$ cat config.mk
export PLATFORM = sky130hd
export DESIGN_NAME = pragmatic_mac_scheduler_flat
export DESIGN_NICKNAME = d
export VERILOG_FILES = /design/src/rtl/pragmatic_mac_scheduler_if.sv /design/src/rtl/pragmatic_mac_scheduler.sv /design/src/flat_wrapper.sv
export SDC_FILE = /design/constraint.sdc
export NUM_CORES = 1
export LEC_CHECK = 0
export CORE_ASPECT_RATIO = 1.25
export CORE_MARGIN = 2
export CORE_UTILIZATION = 42
export DETAILED_ROUTE_END_ITERATION = 10
export PLACE_DENSITY = 0.64
export SKIP_LAST_GASP = 1
export SLEW_MARGIN = 20
export SYNTH_ARGS = -nofsm -noshare
export SYNTH_HDL_FRONTEND = slang
export SYNTH_SLANG_ARGS = --single-unit
export TNS_END_PERCENT = 5
$ cat constraint.sdc
create_clock -name clk -period 24.9 [get_ports clk]
set_input_delay 2.49 -clock clk [delete_from_list [all_inputs] [get_ports clk]]
set_output_delay 2.49 -clock clk [all_outputs]
set_load 0.05 [all_outputs]
$ cat src/rtl/pragmatic_mac_scheduler_if.sv
// Weight handshake and MAC control bundle for the Pragmatic MAC scheduler.
// master: weight source (drives the vector handshake, observes MAC controls).
// slave : the scheduler itself.
interface pragmatic_mac_scheduler_if #(
    parameter int DATA_WIDTH = 8,
    parameter int VEC_LENGTH = 16
);
    logic                                   w_valid;
    logic                                   w_ready;
    logic [VEC_LENGTH-1:0][DATA_WIDTH-1:0]  w_in;
    logic                                   w_acc_first;
    logic                                   mac_en;
    logic                                   mac_load_accum;
    logic [VEC_LENGTH-1:0][1:0]             shift_1st_sel;
    logic [VEC_LENGTH-1:0]                  shift_1st_en;
    logic [VEC_LENGTH-1:0]                  is_neg;
    logic [$clog2(DATA_WIDTH)-1:0]          shift_2nd_sel;
    logic                                   shift_2nd_en;
    logic                                   busy;
    logic                                   done;

    modport master (
        output w_valid, w_in, w_acc_first,
        input  w_ready, mac_en, mac_load_accum, shift_1st_sel, shift_1st_en,
               is_neg, shift_2nd_sel, shift_2nd_en, busy, done
    );

    modport slave (
        input  w_valid, w_in, w_acc_first,
        output w_ready, mac_en, mac_load_accum, shift_1st_sel, shift_1st_en,
               is_neg, shift_2nd_sel, shift_2nd_en, busy, done
    );
endinterface

$ cat src/rtl/pragmatic_mac_scheduler.sv
// Sequencer for the Pragmatic bit-serial MAC: splits each signed weight into
// its essential (set magnitude) bits and issues one per lane per cycle as a
// common base shift plus a small per-lane offset. All outputs are registered.
// Optional macro PRAGMATIC_SCHED_STATS_EN adds issue-cycle statistics ports.
module pragmatic_mac_scheduler #(
    parameter int DATA_WIDTH = 8,
    parameter int VEC_LENGTH = 16,
    parameter int OFS_RANGE  = 4
) (
    input  logic                          clk,
    input  logic                          reset,
    pragmatic_mac_scheduler_if.slave      bus
`ifdef PRAGMATIC_SCHED_STATS_EN
    ,
    output logic [3:0]                    last_issue_cycles,
    output logic [31:0]                   total_issue_cycles
`endif
);
    localparam int LW = $clog2(DATA_WIDTH);

    typedef enum logic [1:0] {IDLE, ISSUE, DRAIN} state_t;

    state_t                  state;
    logic [DATA_WIDTH-1:0]   rem [VEC_LENGTH];
    logic [VEC_LENGTH-1:0]   sgn;
    logic                    ld_pend;
`ifdef PRAGMATIC_SCHED_STATS_EN
    logic [3:0]              issue_cnt;
`endif

    logic [DATA_WIDTH-1:0]   rem_after [VEC_LENGTH];
    logic [DATA_WIDTH-1:0]   rem_src   [VEC_LENGTH];
    logic [VEC_LENGTH-1:0]   sgn_src;
    logic [LW-1:0]           lo        [VEC_LENGTH];
    logic [LW-1:0]           diff      [VEC_LENGTH];
    logic [LW-1:0]           base_d;
    logic                    any_d;
    logic                    all_zero_after;
    logic [VEC_LENGTH-1:0]   fire_d;
    logic [VEC_LENGTH-1:0]   neg_d;
    logic [VEC_LENGTH-1:0][1:0] sel_d;

    // |w| over DATA_WIDTH bits; the most negative weight maps to 1 << (DATA_WIDTH-1).
    function automatic logic [DATA_WIDTH-1:0] mag(input logic signed [DATA_WIDTH-1:0] w);
        logic signed [DATA_WIDTH-1:0] n;
        n = -w;
        return w[DATA_WIDTH-1] ? $unsigned(n) : $unsigned(w);
    endfunction

    // Index of the lowest set bit (0 for a zero input).
    function automatic logic [LW-1:0] low_idx(input logic [DATA_WIDTH-1:0] v);
        logic [LW-1:0] r;
        r = '0;
        for (int i = DATA_WIDTH - 1; i >= 0; i--) begin
            if (v[i]) r = LW'(i);
        end
        return r;
    endfunction

    // Saturating accumulate of a per-vector cycle count.
    function automatic logic [31:0] sat_add32(input logic [31:0] a, input logic [3:0] b);
        logic [32:0] s;
        s = {1'b0, a} + 33'(b);
        return s[32] ? '1 : s[31:0];
    endfunction

    // Decode the issue slot for the coming cycle from the residuals it will see.
    always_comb begin
        base_d         = '1;
        any_d          = 1'b0;
        all_zero_after = 1'b1;
        fire_d         = '0;
        neg_d          = '0;
        sel_d          = '0;
        for (int j = 0; j < VEC_LENGTH; j++) begin
            // Lanes fired this cycle lose their lowest set bit at the edge.
            rem_after[j] = bus.shift_1st_en[j] ? (rem[j] & (rem[j] - DATA_WIDTH'(1))) : rem[j];
            if (rem_after[j] != '0) all_zero_after = 1'b0;
            if (state == IDLE) begin
                rem_src[j] = mag($signed(bus.w_in[j]));
                sgn_src[j] = bus.w_in[j][DATA_WIDTH-1];
            end else begin
                rem_src[j] = rem_after[j];
                sgn_src[j] = sgn[j];
            end
            lo[j] = low_idx(rem_src[j]);
            if (rem_src[j] != '0) begin
                any_d = 1'b1;
                if (lo[j] < base_d) base_d = lo[j];
            end
        end
        if (!any_d) base_d = '0;
        for (int j = 0; j < VEC_LENGTH; j++) begin
            diff[j] = lo[j] - base_d;
            if (rem_src[j] != '0 && int'(diff[j]) < OFS_RANGE) begin
                fire_d[j] = 1'b1;
                sel_d[j]  = diff[j][1:0];
                neg_d[j]  = sgn_src[j];
            end
        end
    end

    // Control FSM with registered MAC controls.
    always_ff @(posedge clk) begin
        if (!reset) begin
            state              <= IDLE;
            ld_pend            <= 1'b0;
            sgn                <= '0;
            for (int j = 0; j < VEC_LENGTH; j++) rem[j] <= '0;
            bus.w_ready        <= 1'b1;
            bus.mac_en         <= 1'b0;
            bus.mac_load_accum <= 1'b0;
            bus.shift_1st_en   <= '0;
            bus.shift_1st_sel  <= '0;
            bus.is_neg         <= '0;
            bus.shift_2nd_sel  <= '0;
            bus.shift_2nd_en   <= 1'b0;
            bus.busy           <= 1'b0;
            bus.done           <= 1'b0;
`ifdef PRAGMATIC_SCHED_STATS_EN
            issue_cnt          <= '0;
            last_issue_cycles  <= '0;
            total_issue_cycles <= '0;
`endif
        end else begin
            bus.done           <= 1'b0;
            bus.mac_load_accum <= 1'b0;
            case (state)
                IDLE: begin
                    if (bus.w_valid) begin
                        state             <= ISSUE;
                        for (int j = 0; j < VEC_LENGTH; j++) rem[j] <= rem_src[j];
                        sgn               <= sgn_src;
                        ld_pend           <= bus.w_acc_first;
                        bus.w_ready       <= 1'b0;
                        bus.busy          <= 1'b1;
                        bus.mac_en        <= 1'b1;
                        bus.shift_1st_en  <= fire_d;
                        bus.shift_1st_sel <= sel_d;
                        bus.is_neg        <= neg_d;
                        bus.shift_2nd_sel <= base_d;
                        bus.shift_2nd_en  <= any_d;
`ifdef PRAGMATIC_SCHED_STATS_EN
                        issue_cnt         <= '0;
`endif
                    end
                end
                ISSUE: begin
                    for (int j = 0; j < VEC_LENGTH; j++) rem[j] <= rem_src[j];
                    // The first psum lands in the MAC psum register one cycle later.
                    if (ld_pend) begin
                        bus.mac_load_accum <= 1'b1;
                        ld_pend            <= 1'b0;
                    end
`ifdef PRAGMATIC_SCHED_STATS_EN
                    issue_cnt <= issue_cnt + 4'd1;
`endif
                    if (all_zero_after) begin
                        state             <= DRAIN;
                        bus.shift_1st_en  <= '0;
                        bus.shift_1st_sel <= '0;
                        bus.is_neg        <= '0;
                        bus.shift_2nd_sel <= '0;
                        bus.shift_2nd_en  <= 1'b0;
                    end else begin
                        bus.shift_1st_en  <= fire_d;
                        bus.shift_1st_sel <= sel_d;
                        bus.is_neg        <= neg_d;
                        bus.shift_2nd_sel <= base_d;
                        bus.shift_2nd_en  <= any_d;
                    end
                end
                DRAIN: begin
                    state       <= IDLE;
                    bus.mac_en  <= 1'b0;
                    bus.busy    <= 1'b0;
                    bus.w_ready <= 1'b1;
                    bus.done    <= 1'b1;
`ifdef PRAGMATIC_SCHED_STATS_EN
                    last_issue_cycles  <= issue_cnt;
                    total_issue_cycles <= sat_add32(total_issue_cycles, issue_cnt);
`endif
                end
                default: state <= IDLE;
            endcase
        end
    end
endmodule

$ cat src/flat_wrapper.sv
// flat-port wrapper written by rule: the top's interface ports become plain ports
module pragmatic_mac_scheduler_flat 
#(
    parameter int DATA_WIDTH = 8,
    parameter int VEC_LENGTH = 16,
    parameter int OFS_RANGE  = 4
)
  (clk, reset, bus_w_valid, bus_w_in, bus_w_acc_first, bus_w_ready, bus_mac_en, bus_mac_load_accum, bus_shift_1st_sel, bus_shift_1st_en, bus_is_neg, bus_shift_2nd_sel, bus_shift_2nd_en, bus_busy, bus_done);
  pragmatic_mac_scheduler_if #(.DATA_WIDTH(DATA_WIDTH), .VEC_LENGTH(VEC_LENGTH)) bus_i ();
  input  logic clk;
  input  logic reset;
  input wire logic [$bits(bus_i.w_valid)-1:0] bus_w_valid;
  input wire logic [$bits(bus_i.w_in)-1:0] bus_w_in;
  input wire logic [$bits(bus_i.w_acc_first)-1:0] bus_w_acc_first;
  output wire logic [$bits(bus_i.w_ready)-1:0] bus_w_ready;
  output wire logic [$bits(bus_i.mac_en)-1:0] bus_mac_en;
  output wire logic [$bits(bus_i.mac_load_accum)-1:0] bus_mac_load_accum;
  output wire logic [$bits(bus_i.shift_1st_sel)-1:0] bus_shift_1st_sel;
  output wire logic [$bits(bus_i.shift_1st_en)-1:0] bus_shift_1st_en;
  output wire logic [$bits(bus_i.is_neg)-1:0] bus_is_neg;
  output wire logic [$bits(bus_i.shift_2nd_sel)-1:0] bus_shift_2nd_sel;
  output wire logic [$bits(bus_i.shift_2nd_en)-1:0] bus_shift_2nd_en;
  output wire logic [$bits(bus_i.busy)-1:0] bus_busy;
  output wire logic [$bits(bus_i.done)-1:0] bus_done;
  assign bus_i.w_valid = bus_w_valid;
  assign bus_i.w_in = bus_w_in;
  assign bus_i.w_acc_first = bus_w_acc_first;
  assign bus_w_ready = bus_i.w_ready;
  assign bus_mac_en = bus_i.mac_en;
  assign bus_mac_load_accum = bus_i.mac_load_accum;
  assign bus_shift_1st_sel = bus_i.shift_1st_sel;
  assign bus_shift_1st_en = bus_i.shift_1st_en;
  assign bus_is_neg = bus_i.is_neg;
  assign bus_shift_2nd_sel = bus_i.shift_2nd_sel;
  assign bus_shift_2nd_en = bus_i.shift_2nd_en;
  assign bus_busy = bus_i.busy;
  assign bus_done = bus_i.done;
  pragmatic_mac_scheduler #(.DATA_WIDTH(DATA_WIDTH), .VEC_LENGTH(VEC_LENGTH), .OFS_RANGE(OFS_RANGE)) u_core (.clk(clk), .reset(reset), .bus(bus_i));
endmodule
* Word level (Yosys, flattened, before mapping)
Memories as Yosys holds them, arrays and structs flattened.
Cells that the tools add are included.
** Storage, ports and cells
- Input bits :: 132
- Memories :: 1
- Register bits :: 91
- RAM bits :: 128
- Logic and storage cells :: 587
** Memories
- u_core.rem :: words 16, width 8, read ports 16, clocked after memory_dff 0, write ports 16, line pragmatic_mac_scheduler.sv:24 : logic [DATA_WIDTH-1:0] rem [VEC_LENGTH];
** Operators by class
- Mux-type cells :: 371
- Bitwise operators :: 48
- Add/sub/neg operators :: 48
- Reductions and logical operators :: 56
- Equality and inequality tests :: 4
- Order comparisons :: 32
** Operators by type and width (count)
- 8-bit two-way mux :: 80
- 3-bit two-way mux :: 163
- 8-bit nonzero test :: 32
- 8-bit AND :: 16
- 8-bit negation :: 16
- 8-bit by 1-bit subtractor with 8-bit output (second input constant) :: 16
- 1-bit two-way mux :: 95
- 16-bit two-way mux :: 4
- 32-bit two-way mux :: 2
- 16-bit one-hot mux with 2 select lines :: 2
- 32-bit one-hot mux with 2 select lines :: 1
- 3-bit < comparator (second input constant) :: 17
- 3-bit subtractor :: 16
- 3-bit < comparator :: 15
- 2-bit two-way mux :: 18
- 1-bit OR :: 32
- 1-bit logical AND :: 16
- 2-bit AND reduction :: 5
- 1-bit one-hot mux with 2 select lines :: 4
- 3-bit one-hot mux with 2 select lines :: 1
- 2-bit one-hot mux with 2 select lines :: 1
- 2-bit nonzero test :: 2
- 2-bit by 1-bit equality test with 1-bit output (second input constant) :: 1
- 2-bit equality test (second input constant) :: 1
- other kinds (3) :: 3

* Logic depth before layout (Yosys ltp)
- Depth in word-level cells :: 67
- Depth in mapped cells :: 131
- Gate-level depth less buffers :: 127

* Worst setup path before layout
OpenSTA, ideal clock, no wires.
- Path type :: in2reg
- Start point :: input bus_w_in[9]
- End point :: register u_core.bus.shift_1st_en[9]
- Setup slack :: 1.954 ns
- Arrival time :: 22.750 ns
- Library setup time :: 0.196 ns
- Cell stages on the path :: 114
- Cells stage by stage :: inv_1 ha_1 or3b_1 and4_1 nor3_1 and4_1 nor2b_1 ha_1 inv_1 a221o_1 a221oi_1 mux2i_1 inv_1 ha_1 nor2_1 nor2_1 nor2_1 o31ai_1 [... 78 more ...] o21a_1 ha_1 nor2_1 o21ai_0 o21a_1 mux2_2 o21ai_2 inv_2 ha_1 a21oi_1 o21ai_0 a21oi_1 nor2_1 a21oi_1 fa_1 o311ai_1 o31ai_1 o21ai_0
** On the way
- Word-level cells in the longest chain between the ends :: 63
** RTL lines
- start, declared :: line flat_wrapper.sv:13 : input wire logic [$bits(bus_i.w_in)-1:0] bus_w_in;
- 8-bit negation :: line pragmatic_mac_scheduler.sv:46 : n = -w;
- 8-bit two-way mux (*) :: line pragmatic_mac_scheduler.sv:47 : return w[DATA_WIDTH-1] ? $unsigned(n) : $unsigned(w);
- 8-bit two-way mux (*) :: line pragmatic_mac_scheduler.sv:79 : if (state == IDLE) begin
- 3-bit two-way mux (8 in series) :: line pragmatic_mac_scheduler.sv:55 : if (v[i]) r = LW'(i);
- 3-bit < comparator :: line pragmatic_mac_scheduler.sv:89 : if (lo[j] < base_d) base_d = lo[j];
- 3-bit two-way mux :: line pragmatic_mac_scheduler.sv:89
- 3-bit two-way mux :: line pragmatic_mac_scheduler.sv:87 : if (rem_src[j] != '0) begin
- 3-bit < comparator :: line pragmatic_mac_scheduler.sv:89
- [... 40 more ...]
- 3-bit two-way mux :: line pragmatic_mac_scheduler.sv:87
- 3-bit two-way mux (*) :: line pragmatic_mac_scheduler.sv:92 : if (!any_d) base_d = '0;
- 3-bit subtractor (*) :: line pragmatic_mac_scheduler.sv:94 : diff[j] = lo[j] - base_d;
- 3-bit < comparator (*) :: line pragmatic_mac_scheduler.sv:95 : if (rem_src[j] != '0 && int'(diff[j]) < OFS_RANGE) begin
- 1-bit logical AND (*) :: line pragmatic_mac_scheduler.sv:95
- 1-bit two-way mux (*) :: line pragmatic_mac_scheduler.sv:95
- 16-bit two-way mux (on tied branches) :: line pragmatic_mac_scheduler.sv:158, pragmatic_mac_scheduler.sv:130
- 16-bit one-hot mux with 2 select lines (*) :: line pragmatic_mac_scheduler.sv:128 : case (state)
- end signal, assigned :: line pragmatic_mac_scheduler.sv:138 : bus.shift_1st_en <= fire_d;
- end signal, assigned :: line pragmatic_mac_scheduler.sv:166 : bus.shift_1st_en <= fire_d;
- end, declared :: line pragmatic_mac_scheduler_if.sv:30 : output w_ready, mac_en, mac_load_accum, shift_1st_sel, shift_1st_en,
Every way passes the cells marked *; elsewhere a longest branch is shown, timed or not. The select of a mux whose other input is x is not followed.
A chain may end at the register's enable or synchronous reset.

* Final worst setup path
- Start point :: input bus_w_in[8]
- End point :: register u_core.bus.shift_1st_sel[22]
** On the way
- Word-level cells in the longest chain between the ends :: 63
** RTL lines
- 8-bit negation :: line pragmatic_mac_scheduler.sv:46
- 8-bit two-way mux (*) :: line pragmatic_mac_scheduler.sv:47
- 8-bit two-way mux (*) :: line pragmatic_mac_scheduler.sv:79
- 3-bit two-way mux (8 in series) :: line pragmatic_mac_scheduler.sv:55
- 3-bit < comparator :: line pragmatic_mac_scheduler.sv:89
- 3-bit two-way mux :: line pragmatic_mac_scheduler.sv:89
- 3-bit two-way mux :: line pragmatic_mac_scheduler.sv:87
- 3-bit < comparator :: line pragmatic_mac_scheduler.sv:89
- [... 40 more ...]
- 3-bit two-way mux :: line pragmatic_mac_scheduler.sv:87
- 3-bit two-way mux (*) :: line pragmatic_mac_scheduler.sv:92
- 3-bit subtractor (*) :: line pragmatic_mac_scheduler.sv:94
- 3-bit < comparator :: line pragmatic_mac_scheduler.sv:95
- 1-bit logical AND :: line pragmatic_mac_scheduler.sv:95
- 2-bit two-way mux (*) :: line pragmatic_mac_scheduler.sv:95
- 32-bit two-way mux (on tied branches) :: line pragmatic_mac_scheduler.sv:158, pragmatic_mac_scheduler.sv:130
- 32-bit one-hot mux with 2 select lines (*) :: line pragmatic_mac_scheduler.sv:128
- end signal, assigned :: line pragmatic_mac_scheduler.sv:139 : bus.shift_1st_sel <= sel_d;
- end signal, assigned :: line pragmatic_mac_scheduler.sv:167 : bus.shift_1st_sel <= sel_d;
- end, declared :: line pragmatic_mac_scheduler_if.sv:30
Marks and branches as above.

==> results.cfg <==
[status]
status = finished clean

[placement]
gp_congestion = 0.986
dp.final_hpwl_microns = 52200
port_buffers = 204
place_inst = 2932

[synth]
syn_inst = 2235
synth_top_family_by_area = simple AND/OR/NAND/NOR gates
synth-simple-area-share_pct = 25.3
yosysUniqueCellTypes = 100
synth_edf_count = 128
synth_compound_area_share_pct = 22.8
synthAdderAreaFrac_pct = 7.33
synth_xor_area_share_pct = 3.04
yosysSeqAreaShare_pct = 30.7
yosysWarningCount = 0
synth.net_count = 2459
async_reset_ff_share_pct = 0
netlist_area_sq_mm = 0.0184
synthMuxAreaShare_pct = 5.03
syn_area_per_cell_sq_um = 8.25
ys_seq_elements = 219
synthFlopType = edfxtp_1

[finish]
fillers = 4180
area_delta_synth_final_pct = 19.9
finalNetCount = 2623
fin_cells = 2984
n_antenna_cell = 0
final_layout_size_suffix_gt1_share_pct = 7.90
postLayoutCoreUtil_pct = 51.2

[clock_network]
htreeDepth = 1
clockRootBuffer = clkbuf_16
clkSlewWorstSetupHoldPaths_ns = 0.06
numCtsBuffers = 26
hold_buffers = 0
cts_sinks = 219
cts_tree = built
clkLatencyLatePin_ns = 0.56
cts_buffer_depth = 3

[drt]
routed_wl_microns = 67800
vias = 18200
route.met3.wl_microns = 4310
routed-wl-met2_microns = 32800
drc = 0
detail_route.vias_per_cell = 6.11
antenna_left = 0
highest_layer = met4
wl_per_cell_microns = 22.7
wl_met1_microns = 26900
dr.pass1.iters = 6
drt_iter0_drc = 1390

[timing]
period_minus_slack_ns = 23.66
tns_ns = 0
tightest_slew_ns = 1.24
fin_crit_sh_pct = 95.0
hold_viol = 0
timing.hold.ws_ns = 0.449
slew_headroom_pct = 16.7
skew_ns = 0.0159
setup_viol = 0
clock.fmax_mhz = 42.3
final_max_slew_viol_count = 0

[power]
peakVddDrop_uv = 71.3
p_leak_nw = 8.73
power.total_mw = 2.79
p_per_area_mw_per_mm2 = 126

[worst_setup_path]
slowest_delay_ns = 0.52
start_kind = primary input
crit_family = compound AO/OA/AOI/OAI gates
worstSetupEndpoint = u_core.bus.shift_1st_sel[22]$_SDFFE_PN0P_
r2r-end = u_core.bus.shift_1st_sel[22]$_SDFFE_PN0P_
cp_slowest_cell = or4_1
cp_common_cell = nor2_1
cp.depth = 119
path_max_fanout = 9
crit_start = bus_w_in[8]
critPathBufInv = 12
cp.required_ns = 25.34
reg2reg_slack_ns = 2.92
worstSetupPathType = primary input to flip-flop
reg2regPathDepth = 116
arrival_ns = 24.10
r2r-start = u_core.state[1]$_SDFFE_PN0P_
endpoint_kind = flip-flop

[global_route]
grt_pass1_vias = 17800
grt_first_pass_wirelength_microns = 103000
antenna_found_initial = 0
overflow = 0
track_usage_pct = 29.2
grt_max_degree = 80

[floorplan]
die_area_sq_mm = 0.0456
coreArea_sq_mm = 0.0432
start_util_pct = 42.7
die_x_microns = 191
ioPinCount = 205
rows = 85
fp.dieH_microns = 238

[min_path]
hp-class = flip-flop to flip-flop

[flow_run]
drv_cap = 0
==> cells in the final DEF (no fill, tap or decap), types with 12 or more instances in the layout <==
cell	Yosys	final
nor3_1	45	42
inv_1	141	139
edfxtp_1	128	128
mux2i_1	68	67
nand4_1	26	26
a21o_1	13	13
clkdlybuf4s50_1	0	203
nor2_1	206	203
and2_1	63	62
ha_1	76	75
clkbuf_16	0	27
a211o_1	12	12
or3_1	27	27
nand2b_1	48	48
mux2_2	22	22
nor4_1	18	18
o31ai_1	55	52
buf_4	5	35
a21boi_0	26	26
o21ai_1	25	31
o211ai_1	23	23
xor2_1	37	37
fa_1	16	16
nor2b_1	66	65
xnor2_1	27	27
dfxtp_1	91	91
and3_1	32	31
nand2_1	232	230
or4_1	23	22
nand3_1	32	32
o21ai_0	142	135
a21oi_1	82	78
o21a_1	24	23
a211oi_1	18	17
a31oi_1	30	29
==> per-stage QoR <==
stage / area (sq um) / setup slack (ns)
final: 22100 / 1.24
after detailed placement: 21000 / -0.251
after floorplan: 18400 / 1.95
after CTS: 21900 / 0.243
after global routing: 22100 / -0.190
after global placement: 21000 / 0.506
==> routing by layer <==
layer  track usage, %  vias up
li1                 -     8552
met1             35.3     8815
met2             50.4      736
met3             3.43      141
met4             15.7        0
met5                0        -
==> tightest hold or removal path: stages (launching register included) <==
cell,delay (ns)
dfxtp_1,0.31
nand2_1,0.06
nand2_1,0.04
==> state kept, by name (all words and copies together) (netlist names) <==
signal	count
u_core.rem	128
u_core.bus.shift_1st_en	16
u_core.bus.shift_1st_sel	32
u_core.bus.done	1
u_core.bus.mac_load_accum	1
u_core.state	2
u_core.sgn	16
u_core.bus.w_ready	1
u_core.ld_pend	1
u_core.bus.shift_2nd_sel	3
u_core.bus.is_neg	16
u_core.bus.mac_en	1
u_core.bus.shift_2nd_en	1
==> worst min path at each step <==
stage                                             startpoint                                        to  slack, ns  cells past startpoint
finish                  u_core.bus.shift_2nd_en$_SDFFE_PN0P_      u_core.bus.shift_2nd_en$_SDFFE_PN0P_       0.45                      2
global route               u_core.bus.is_neg[2]$_SDFFE_PN0P_         u_core.bus.is_neg[2]$_SDFFE_PN0P_       0.47                      2
CTS                 u_core.bus.shift_2nd_sel[2]$_SDFFE_PN0P_  u_core.bus.shift_2nd_sel[2]$_SDFFE_PN0P_       0.45                      2
detailed placement  u_core.bus.shift_2nd_sel[2]$_SDFFE_PN0P_  u_core.bus.shift_2nd_sel[2]$_SDFFE_PN0P_       0.44                      2
global placement    u_core.bus.shift_2nd_sel[2]$_SDFFE_PN0P_  u_core.bus.shift_2nd_sel[2]$_SDFFE_PN0P_       0.44                      2
floorplan                        u_core.ld_pend$_SDFFE_PN0P_               u_core.ld_pend$_SDFFE_PN0P_       0.43                      1
==> layout make-up <==
type,instances,area [sq um],share of cell area (%)
sequential,219,5670,25.6
multi-input combinational,1768,12000,54.1
clock inverter,15,201,0.911
clock buffer,33,708,3.20
timing repair buffer,241,2340,10.6
inverter,143,537,2.43
tap,565,707,3.20
==> Yosys cell counts, types with 9 or more instances <==
library cell	count	area share [%]
or2_2	10	0.34
a211oi_1	18	0.73
mux2_2	22	1.3
or4_1	23	0.94
nand2_1	232	4.7
nor2b_1	66	2.2
o21ai_1	25	0.68
dfxtp_1	91	9.9
xor2_1	37	1.8
or3_1	27	0.92
a211o_1	12	0.57
or3b_2	11	0.52
buf_2	16	0.43
nor3b_1	9	0.37
xnor2_1	27	1.3
o211ai_1	23	0.94
fa_1	16	1.7
nand2b_1	48	1.6
and2_1	63	2.1
nor3_1	45	1.2
o21ai_0	142	3.9
o21a_1	24	0.98
ha_1	76	5.2
and3_1	32	1.1
nand3_1	32	0.87
buf_6	12	0.73
nand4_1	26	0.88
o311ai_0	10	0.47
a21o_1	13	0.53
a21oi_1	82	2.2
mux2i_1	68	3.7
edfxtp_1	128	21
nor4_1	18	0.61
a31oi_1	30	1.0
o211a_1	11	0.60
o22ai_1	10	0.34
nor2_1	206	4.2
a21boi_0	26	1.1
o31ai_1	55	2.2
clkbuf_1	65	1.3
inv_1	141	2.9
o41ai_1	13	0.62
==> logic make-up after synthesis <==
family	after synthesis
and+or+nand+nor	902
xor gates and xnor gates	64
buffers and inverters	248
DFF	219
AOI/OAI and AO/OA	612
muxes	90
adders and majority gates	100
==> what timing repair did <==
action / in CTS / in global routing
buffers inserted: 0 / 4
gates resized for setup: 0 / 42
setup endpoints to repair: 0 / 67
endpoints found under the hold margin: 0 / 0
==> where the power goes <==
group          internal [mW]  switching (mW)
sequential             0.469          0.0641
clock                  0.252           0.163
combinational          0.707            1.14
total                   1.43            1.36
(Power assumes the default switching activity.)
